## config.mk

```make
export PLATFORM = sky130hd
export DESIGN_NAME = row_buffer_ctrl_5rows
export DESIGN_NICKNAME = d
export VERILOG_FILES = /design/src/rtl/row_buffer_ctrl_5rows_pkg.sv /design/src/rtl/row_buffer_ctrl_5rows_rotate_mux.sv /design/src/rtl/row_buffer_ctrl_5rows.sv
export SDC_FILE = /design/constraint.sdc
export NUM_CORES = 1
export LEC_CHECK = 0
export CAP_MARGIN = 15
export CORE_MARGIN = 2
export CORE_UTILIZATION = 41
export DETAILED_ROUTE_END_ITERATION = 16
export PLACE_DENSITY = 0.88
export SLEW_MARGIN = 20
export SYNTH_ARGS = -nofsm -noshare
export SYNTH_HDL_FRONTEND = slang
export SYNTH_SLANG_ARGS = --single-unit
export TNS_END_PERCENT = 20
```

## constraint.sdc

```tcl
create_clock -name i_clk -period 4.7 [get_ports i_clk]
set_input_delay 0.94 -clock i_clk [delete_from_list [all_inputs] [get_ports i_clk]]
set_output_delay 0.94 -clock i_clk [all_outputs]
set_load 0.05 [all_outputs]
```

## src/rtl/row_buffer_ctrl_5rows_pkg.sv

```systemverilog
// Shared constants for the 4-row line-buffer controller: number of row RAMs
// and the derived select/fill counter widths.
package row_buffer_ctrl_5rows_pkg;

   localparam int unsigned ROWS_BUFFERED = 4;

   function automatic int unsigned clog2(input int unsigned v);
      int unsigned r;
      r = 0;
      for (int unsigned i = 0; i < 32; i++) begin
         if ((64'd1 << i) < 64'(v)) r = i + 1;
      end
      return r;
   endfunction

   localparam int unsigned SEL_W  = clog2(ROWS_BUFFERED);
   localparam int unsigned FILL_W = clog2(ROWS_BUFFERED + 1);

endpackage

```

## src/rtl/row_buffer_ctrl_5rows_rotate_mux.sv

```systemverilog
// Reorders the four row-RAM outputs so that rows[0] is the oldest buffered row,
// given the RAM index that currently holds it.
module row_rotate_mux
   import row_buffer_ctrl_5rows_pkg::*;
#(
   parameter int unsigned P_DATA_WIDTH = 8
) (
   input  logic [SEL_W-1:0]        sel,
   input  logic [P_DATA_WIDTH-1:0] dout [ROWS_BUFFERED],
   output logic [P_DATA_WIDTH-1:0] rows [ROWS_BUFFERED]
);

   always_comb begin
      for (int unsigned k = 0; k < ROWS_BUFFERED; k++) begin
         // index arithmetic wraps modulo the RAM count through SEL_W
         rows[k] = dout[sel + SEL_W'(k)];
      end
   end

endmodule

```

## src/rtl/row_buffer_ctrl_5rows.sv

```systemverilog
// Line-buffer controller: drives four row RAMs (write A / read B) and emits an
// aligned 5-pixel vertical column per input pixel once four rows are stored.
module row_buffer_ctrl_5rows
   import row_buffer_ctrl_5rows_pkg::*;
#(
   parameter int unsigned P_ROW_WIDTH  = 256,
   parameter int unsigned P_DATA_WIDTH = 8,
   parameter int unsigned P_ADDR_WIDTH = 12
) (
   input  logic                    i_clk,
   input  logic                    i_rst_n,
   input  logic                    i_sof,
   input  logic                    i_pix_valid,
   input  logic [P_DATA_WIDTH-1:0] i_pix_data,
   output logic [P_ADDR_WIDTH-1:0] o_addra1,
   output logic [P_ADDR_WIDTH-1:0] o_addra2,
   output logic [P_ADDR_WIDTH-1:0] o_addra3,
   output logic [P_ADDR_WIDTH-1:0] o_addra4,
   output logic                    o_wea1,
   output logic                    o_wea2,
   output logic                    o_wea3,
   output logic                    o_wea4,
   output logic [P_DATA_WIDTH-1:0] o_dina1,
   output logic [P_DATA_WIDTH-1:0] o_dina2,
   output logic [P_DATA_WIDTH-1:0] o_dina3,
   output logic [P_DATA_WIDTH-1:0] o_dina4,
   output logic [P_ADDR_WIDTH-1:0] o_addrb1,
   output logic [P_ADDR_WIDTH-1:0] o_addrb2,
   output logic [P_ADDR_WIDTH-1:0] o_addrb3,
   output logic [P_ADDR_WIDTH-1:0] o_addrb4,
   output logic                    o_enb1,
   output logic                    o_enb2,
   output logic                    o_enb3,
   output logic                    o_enb4,
   input  logic [P_DATA_WIDTH-1:0] i_doutb1,
   input  logic [P_DATA_WIDTH-1:0] i_doutb2,
   input  logic [P_DATA_WIDTH-1:0] i_doutb3,
   input  logic [P_DATA_WIDTH-1:0] i_doutb4,
   output logic                    o_col_valid,
   output logic [P_DATA_WIDTH-1:0] o_col_row0,
   output logic [P_DATA_WIDTH-1:0] o_col_row1,
   output logic [P_DATA_WIDTH-1:0] o_col_row2,
   output logic [P_DATA_WIDTH-1:0] o_col_row3,
   output logic [P_DATA_WIDTH-1:0] o_col_row4,
   output logic [P_ADDR_WIDTH-1:0] o_col_x,
   output logic                    o_line_end
);

   localparam logic [P_ADDR_WIDTH-1:0] X_LAST = P_ADDR_WIDTH'(P_ROW_WIDTH - 1);
   localparam logic [FILL_W-1:0]       FILL_FULL = FILL_W'(ROWS_BUFFERED);

   logic [P_ADDR_WIDTH-1:0] x_cnt, x_d, x_cur;
   logic [SEL_W-1:0]        wr_sel, wr_sel_d, sel_cur;
   logic [FILL_W-1:0]       fill_cnt, fill_cur;
   logic                    valid_d, full_d;
   logic [P_DATA_WIDTH-1:0] pix_d;
   logic [P_DATA_WIDTH-1:0] dout_arr [ROWS_BUFFERED];
   logic [P_DATA_WIDTH-1:0] rows_arr [ROWS_BUFFERED];
   logic [ROWS_BUFFERED-1:0] wea;
   logic                    col_vld;

   // start-of-frame overrides the stored position so a coincident pixel lands at col 0
   always_comb begin
      x_cur    = i_sof ? '0 : x_cnt;
      sel_cur  = i_sof ? '0 : wr_sel;
      fill_cur = i_sof ? '0 : fill_cnt;
   end

   always_ff @(posedge i_clk or negedge i_rst_n) begin
      if (!i_rst_n) begin
         x_cnt    <= '0;
         wr_sel   <= '0;
         fill_cnt <= '0;
      end else if (i_pix_valid) begin
         if (x_cur == X_LAST) begin
            x_cnt    <= '0;
            wr_sel   <= sel_cur + SEL_W'(1);
            fill_cnt <= (fill_cur == FILL_FULL) ? fill_cur : fill_cur + FILL_W'(1);
         end else begin
            x_cnt    <= x_cur + P_ADDR_WIDTH'(1);
            wr_sel   <= sel_cur;
            fill_cnt <= fill_cur;
         end
      end else if (i_sof) begin
         x_cnt    <= '0;
         wr_sel   <= '0;
         fill_cnt <= '0;
      end
   end

   always_ff @(posedge i_clk or negedge i_rst_n) begin
      if (!i_rst_n) begin
         valid_d  <= 1'b0;
         pix_d    <= '0;
         x_d      <= '0;
         wr_sel_d <= '0;
         full_d   <= 1'b0;
      end else begin
         valid_d <= i_pix_valid;
         if (i_pix_valid) begin
            pix_d    <= i_pix_data;
            x_d      <= x_cur;
            wr_sel_d <= sel_cur;
            full_d   <= (fill_cur == FILL_FULL);
         end
      end
   end

   always_comb begin
      dout_arr[0] = i_doutb1;
      dout_arr[1] = i_doutb2;
      dout_arr[2] = i_doutb3;
      dout_arr[3] = i_doutb4;
   end

   row_rotate_mux #(.P_DATA_WIDTH(P_DATA_WIDTH)) u_rotate (
      .sel  (wr_sel_d),
      .dout (dout_arr),
      .rows (rows_arr)
   );

   // write-back lags the read by one cycle so the old row is read before it is replaced
   always_comb begin
      wea = '0;
      for (int unsigned k = 0; k < ROWS_BUFFERED; k++) begin
         wea[k] = valid_d && (wr_sel_d == SEL_W'(k));
      end
   end

   assign {o_wea4, o_wea3, o_wea2, o_wea1} = wea;
   assign o_addra1 = x_d;
   assign o_addra2 = x_d;
   assign o_addra3 = x_d;
   assign o_addra4 = x_d;
   assign o_dina1  = pix_d;
   assign o_dina2  = pix_d;
   assign o_dina3  = pix_d;
   assign o_dina4  = pix_d;

   assign o_addrb1 = x_cur;
   assign o_addrb2 = x_cur;
   assign o_addrb3 = x_cur;
   assign o_addrb4 = x_cur;
   assign o_enb1   = i_pix_valid;
   assign o_enb2   = i_pix_valid;
   assign o_enb3   = i_pix_valid;
   assign o_enb4   = i_pix_valid;

   // column data is zeroed when not valid so stale RAM contents never leak out
   assign col_vld     = valid_d & full_d;
   assign o_col_valid = col_vld;
   assign o_col_row0  = col_vld ? rows_arr[0] : '0;
   assign o_col_row1  = col_vld ? rows_arr[1] : '0;
   assign o_col_row2  = col_vld ? rows_arr[2] : '0;
   assign o_col_row3  = col_vld ? rows_arr[3] : '0;
   assign o_col_row4  = col_vld ? pix_d : '0;
   assign o_col_x     = x_d;
   assign o_line_end  = col_vld & (x_d == X_LAST);

endmodule
```

==> impl_metrics.yaml, run 1 <==
outcome:
  status: "finished, final reports clean"
final_layout:
  fin_nets: 531
  insertedDiodeCount: 0
  layout-drive-gt1-share_pct: 15.4
  area_growth_syn_to_layout_pct: 45.2
timing:
  rsz0062_at_grt: "false"
  tightest_slew_ns: 0.923
  fin_tns_setup_ns: 0
  slew_headroom_pct: 38.5
  setup_viol: 0
  hold_slack_ns: 0.483
  finalCritPeriodShare_pct: 86.1
  finalHoldViolCount: 0
  fin_crit_ns: 4.05
  fin_skew_ns: 0.00250
  maxSlewViolCount: 0
  fmax_mhz: 247
setup_path:
  criticalPathCategory: "in -> out"
  critPathSlowestCell: "clkdlybuf4s50_1"
  timing.critical_path.fanout_max: 15
  cp_top_family: "buffers and inverters"
  start_kind: "input pin"
  path_cells: "clkdlybuf4s50_1 > nor2b_1 > clkdlybuf4s50_1"
  cp-end-kind: "output pin"
  worstPathRequired_ns: 3.76
  critPathMaxStageDelay_ns: 0.93
  path_buf_inv: 2
  cpMostUsedCell: "clkdlybuf4s50_1"
  worst_ep_arrival_time_ns: 3.11
clock_network:
  clockBufferDepth: 2
  cts_tree: "yes"
  cts.clk_slew.worst_paths_ns: 0.08
  cts_resized: 0
  post-cts-setup-buffers: 0
  numCtsBuffers: 5
  clock-root-buffer: "clkbuf_8"
  clock_latency_ns: 0.29
  hold_buffers: 0
  htreeDepth: 2
  cts_sinks: 41
yosys:
  synth-seq-area-share_pct: 26.9
  synth_seq_cells: 41
  post-synth-top-count-cell: "buf_4"
  ys_top_cells_by_count: "buf_4, nor2b_1, dfrtp_1"
  synth_area_sq_um: 3810
  synth_cell_types: 33
  yosysWarnings: 0
  syn_nets: 413
  synth_top_cell_by_area: "dfrtp_1"
  async_flop_share_pct: 100
  syn_area_per_cell_sq_um: 10.5
  synth_ff_type: "dfrtp_1"
  synthCells: 362
  synth.top_cell.area_share_pct: 26.9
  synth-edff-count: 0
  netlist_top_cells_area: "dfrtp_1, buf_4, mux4_2"
global_routing:
  gr-usage-all-layers_pct: 20.1
  grt_max_degree: 42
  grt_pass1_vias: 2902
  grt_pass1_wl_um: 15800
  grt_overflow: 0
  antenna_found_initial: 0
hold_path:
  hp-class: "reg -> reg"
placed_design:
  dpl.hpwl_um: 8150
  io_buffer_count: 233
  place_congestion: 0.856
power_and_ir_drop:
  peakVddDrop_mv: 0.109
  netSwitchingFraction_pct: 34.7
  finalPower_mw: 1.04
  comb_power_share_pct: 35.5
  clkPwrFrac_pct: 27.9
  power_switching_mw: 0.363
  seqPwrFrac_pct: 36.6
  p_int_mw: 0.681
  power_leakage_nw: 2.11
  p_per_area_nw_per_um2: 188
die:
  io_pins: 234
  rows: 35
  die_area_sq_um: 10100
  design.core.area_sq_um: 9150
  die_width_um: 100
  start_util_pct: 41.7
  fp.dieH_um: 100
route:
  vias_per_cell: 5.13
  drt_iter0_drc: 121
  wl_per_cell_um: 17.7
  routed_wl_um: 10500
  remaining_drc_errors: 0
  drtAntennaViolNets: 0
  vias: 3035
  first_pass_iters: 4
flow_run:
  max_cap_violations: 0
==> cells by family (layout without fill, tap and decap cells) <==
family / Yosys count / after routing / share of synthesized area [%]
XOR/XNOR: 9 / 9 / 2.07
buffers and inverters: 138 / 257 / 24.8
flip-flops: 41 / 41 / 26.9
AND/OR/NAND/NOR: 98 / 98 / 15.9
adder cells (fa/ha/maj): 7 / 7 / 2.30
multiplexers: 58 / 58 / 26.4
AO/OA/AOI/OAI: 11 / 11 / 1.57
==> placed cells by master (no fill, tap or decap), types with 7 or more instances in the layout <==
cell type,Yosys,final
mux2_2,22,22
ha_1,7,7
dfrtp_1,41,40
nor2b_1,43,43
mux4_2,32,32
buf_4,112,7
nand2_1,8,8
and3_1,9,9
inv_1,9,9
clkdlybuf4s50_1,0,232
==> power by group through the flow <==
stage	logic, mW	registers [mW]	clock network [mW]
floorplan	0.239	0.416	0
global placement	0.366	0.388	0
detailed placement	0.371	0.390	0
CTS	0.372	0.382	0.303
global route	0.384	0.385	0.314
finish	0.370	0.382	0.292
==> through the flow <==
stage | setup slack (ns) | cells | area [sq um] | util, %
6_report | 0.654 | 592 | 5540 | 60.5
5_1_grt | 0.504 | 592 | 5540 | 60.5
4_1_cts | 0.635 | 592 | 5540 | 60.5
3_5_place_dp | 0.685 | 584 | 5420 | 59.2
3_3_place_gp | 0.748 | 584 | 5420 | 59.2
2_1_floorplan | 0.906 | 362 | 3810 | -
==> layer usage <==
| metal | global-route usage [%] | share of wire, % | vias to the layer above | routed length [um] |
|---|---|---|---|---|
| li1 | - | - | 1380 | - |
| met1 | 25.9 | 41 | 1527 | 4270 |
| met2 | 34.3 | 53 | 110 | 5530 |
| met3 | 2.98 | 4.1 | 18 | 431 |
| met4 | 7.69 | 2.4 | 0 | 255 |
| met5 | 0 | 0 | - | 0 |
==> worst reg2reg max path: stages, from the launching register on <==
cell and delay [ns]:
dfrtp_1 0.37, nor2b_1 0.48, ha_1 0.31, nand3b_1 0.23
or4_4 0.60, nor2_2 0.11, mux2i_1 0.20
==> layout make-up <==
cell class	instances	area (sq um)
clock buffer	7	86.3
clock inverter	1	30.0
fill	742	3610
inverter	9	33.8
multi-input combinational	183	1840
sequential	41	1030
tap	111	139
timing repair buffer	240	2380
==> worst paths after layout <==
path / from / to / slack, ns / cells after the start
min in group asynchronous: i_rst_n / o_addra1[6] / 0.78 / 1
hold reg to reg: wr_sel[1] / wr_sel[1] / 0.48 / 1
hold / removal: wr_sel[1] / wr_sel[1] / 0.48 / 1
setup reg to reg: x_cnt[1] / wr_sel[1] / 2.33 / 6
max in group asynchronous: i_rst_n / wr_sel_d[0] / 3.28 / 1
setup / recovery: i_sof / o_addrb2[9] / 0.65 / 3
==> registers in the layout, indices dropped and copies added, names as in the netlist <==
signal    cells
o_addra1     12
x_cnt        12
o_dina1       8
fill_cnt      3
wr_sel        2
wr_sel_d      2
full_d        1
valid_d       1
Note: power is estimated with default switching activity, not from simulation.
==> run 2: changes to the inputs <==
--- a/config.mk
+++ b/config.mk
@@ -9,9 +9,8 @@
 export CORE_MARGIN = 2
 export CORE_UTILIZATION = 41
 export DETAILED_ROUTE_END_ITERATION = 16
-export PLACE_DENSITY = 0.88
+export PLACE_DENSITY = 0.95
 export SLEW_MARGIN = 20
 export SYNTH_ARGS = -nofsm -noshare
 export SYNTH_HDL_FRONTEND = slang
 export SYNTH_SLANG_ARGS = --single-unit
-export TNS_END_PERCENT = 20
==> constraint.sdc (replaced) <==
create_clock -name i_clk -period 4.7 [get_ports i_clk]
set_input_delay 0.47 -clock i_clk [delete_from_list [all_inputs] [get_ports i_clk]]
set_output_delay 0.47 -clock i_clk [all_outputs]
set_load 0.05 [all_outputs]
==> run 2 against run 1 <==
  * Critical path depth grew 3
  * Clock skew grew 0.0049 ns
  * Maximum frequency grew 14%
  * Sequential cell count is the same
  * Non-clock buffer count shrank 3
  * Global-route usage shrank 0.38 points
  * Clock power shrank 18%
  * Utilization shrank 0.51 points
  * Routed wire length grew 0.25%
  * Cell area shrank 0.84%
  * Sequential share of layout area grew 0.16 points
  * Largest power group unchanged
==> impl_metrics.yaml, run 2 (synthesis results as in run 1) <==
clock_network:
  cts_sinks: 41
  numCtsBuffers: 5
  post-cts-setup-buffers: 0
  hold_buffers: 0
  clock-root-buffer: "clkbuf_8"
  cts.clk_slew.worst_paths_ns: 0.08
  cts_resized: 0
  clockBufferDepth: 2
  clock_latency_ns: 0.29
  htreeDepth: 2
  cts_tree: "yes"
setup_path:
  crit_end: "o_col_row3[4]"
  rrSetupSlack_ns: 2.24
  worst_ep_arrival_time_ns: 3.09
  cp-end-kind: "output pin"
  r2r-start: "x_cnt[0]"
  criticalPathCategory: "reg -> out"
  worstSetupStartpoint: "wr_sel_d[1]"
  worstPathRequired_ns: 4.23
  r2r-end: "wr_sel[1]"
  r2r_cells: 6
  start_kind: "register"
  timing.critical_path.fanout_max: 19
final_layout:
  fin_nets: 528
  nFillCells: 727
  area_growth_syn_to_layout_pct: 44.0
  layout-drive-gt1-share_pct: 15.1
  finalNonFillerCells: 588
  multiInputGateArea_sq_um: 1850
  fin_util_pct: 60.0
  final_common_cell: "clkdlybuf4s50_1"
  insertedDiodeCount: 0
  layout_common_cells: "clkdlybuf4s50_1, nor2b_1, dfrtp_1"
  regArea_sq_um: 1030
timing:
  rsz0062_at_grt: "false"
  fin_crit_ns: 3.56
  maxSlewViolCount: 0
  slew_headroom_pct: 38.9
  finalCritPeriodShare_pct: 75.7
  fmax_mhz: 281
  fin_ws_ns: 1.14
  fin_tns_setup_ns: 0
  setup_viol: 0
  finalHoldViolCount: 0
  tightest_slew_ns: 0.917
  fin_skew_ns: 0.00744
placed_design:
  post-place-ws_ns: 1.22
  place_congestion: 0.782
  dpl.hpwl_um: 8370
  place_inst: 581
  io_buffer_count: 233
die:
  die_area_sq_um: 10100
  fp.dieH_um: 100
  design.core.area_sq_um: 9150
  io_pins: 234
  start_util_pct: 41.7
  die_width_um: 100
  rows: 35
power_and_ir_drop:
  power_switching_mw: 0.368
  p_int_mw: 0.623
  netSwitchingFraction_pct: 37.1
  comb_power_share_pct: 37.3
  p_per_area_nw_per_um2: 181
  peakVddDrop_mv: 0.129
  seqPwrFrac_pct: 38.6
  power_leakage_nw: 2.08
  clkPwrFrac_pct: 24.1
global_routing:
  grt_pass1_wl_um: 15900
  grt_pass1_vias: 2906
  gr-usage-all-layers_pct: 19.7
  antenna_found_initial: 0
  grt_max_degree: 42
  grt_overflow: 0
route:
  first_pass_iters: 4
  routed_wl_um: 10500
  vias: 3000
  vias_per_cell: 5.10
  wl_per_cell_um: 17.9
  drtAntennaViolNets: 0
  drt_iter0_drc: 114
  remaining_drc_errors: 0
hold_path:
  hp-class: "in -> async"
flow_run:
  max_cap_violations: 0
outcome:
  status: "finished, final reports clean"
-- run 2: cell count changes in the layout (fill, tap and decap cells not counted) --
cell	delta
nand2_2	+1
nand2_1	-1
bufinv_16	-1
clkinvlp_4	+1
buf_4	-3
clkbuf_1	-1
-- run 2: metrics by stage --
stage	hold slack, ns	cell area (sq um)	power [mW]
after CTS	0.330	5490	1.00
after global placement	0.445	5400	0.753
after global routing	0.373	5490	1.03
after floorplan	0.174	3810	0.654
after detailed placement	0.473	5400	0.761
final	0.306	5490	0.992
-- run 2: worst min path at each step --
stage	from	endpoint	slack, ns	cells after the start
floorplan	i_rst_n	fill_cnt[0]	0.17	0
finish	i_rst_n	x_cnt[0]	0.31	1
global route	i_rst_n	o_addra1[7]	0.37	1
global placement	wr_sel[1]	wr_sel[1]	0.45	1
detailed placement	wr_sel[1]	wr_sel[1]	0.47	1
CTS	i_rst_n	x_cnt[1]	0.33	1
-- run 2: cell type report --
class | instances | area share [%]
timing repair buffer | 237 | 42.9
multi-input combinational | 183 | 33.6
sequential | 41 | 18.7
tap | 111 | 2.53
clock buffer | 6 | 1.50
inverter | 9 | 0.615
clock inverter | 1 | 0.137
-- run 2: critical path, stage by stage, from the launching register on --
cell	delay, ns
dfrtp_1	0.32
buf_4	0.28
inv_1	0.13
ha_1	0.75
mux4_2	0.34
nor2b_1	0.15
clkdlybuf4s50_1	0.84
-- run 2: routing by layer --
layer,up-vias,share of wire (%),wire length [um],track usage (%)
met5,-,0,0,0
met4,0,0.62,65,3.48
met3,6,4.8,503,2.98
met2,117,55,5770,36.9
met1,1508,40,4170,24.3
li1,1369,-,-,-
-- run 2: power by group through the flow --
stage / clock network, mW / registers, mW / logic (mW)
floorplan: 0 / 0.416 / 0.239
global placement: 0 / 0.388 / 0.365
detailed placement: 0 / 0.391 / 0.370
CTS: 0.250 / 0.383 / 0.371
global route: 0.264 / 0.386 / 0.383
finish: 0.239 / 0.383 / 0.370
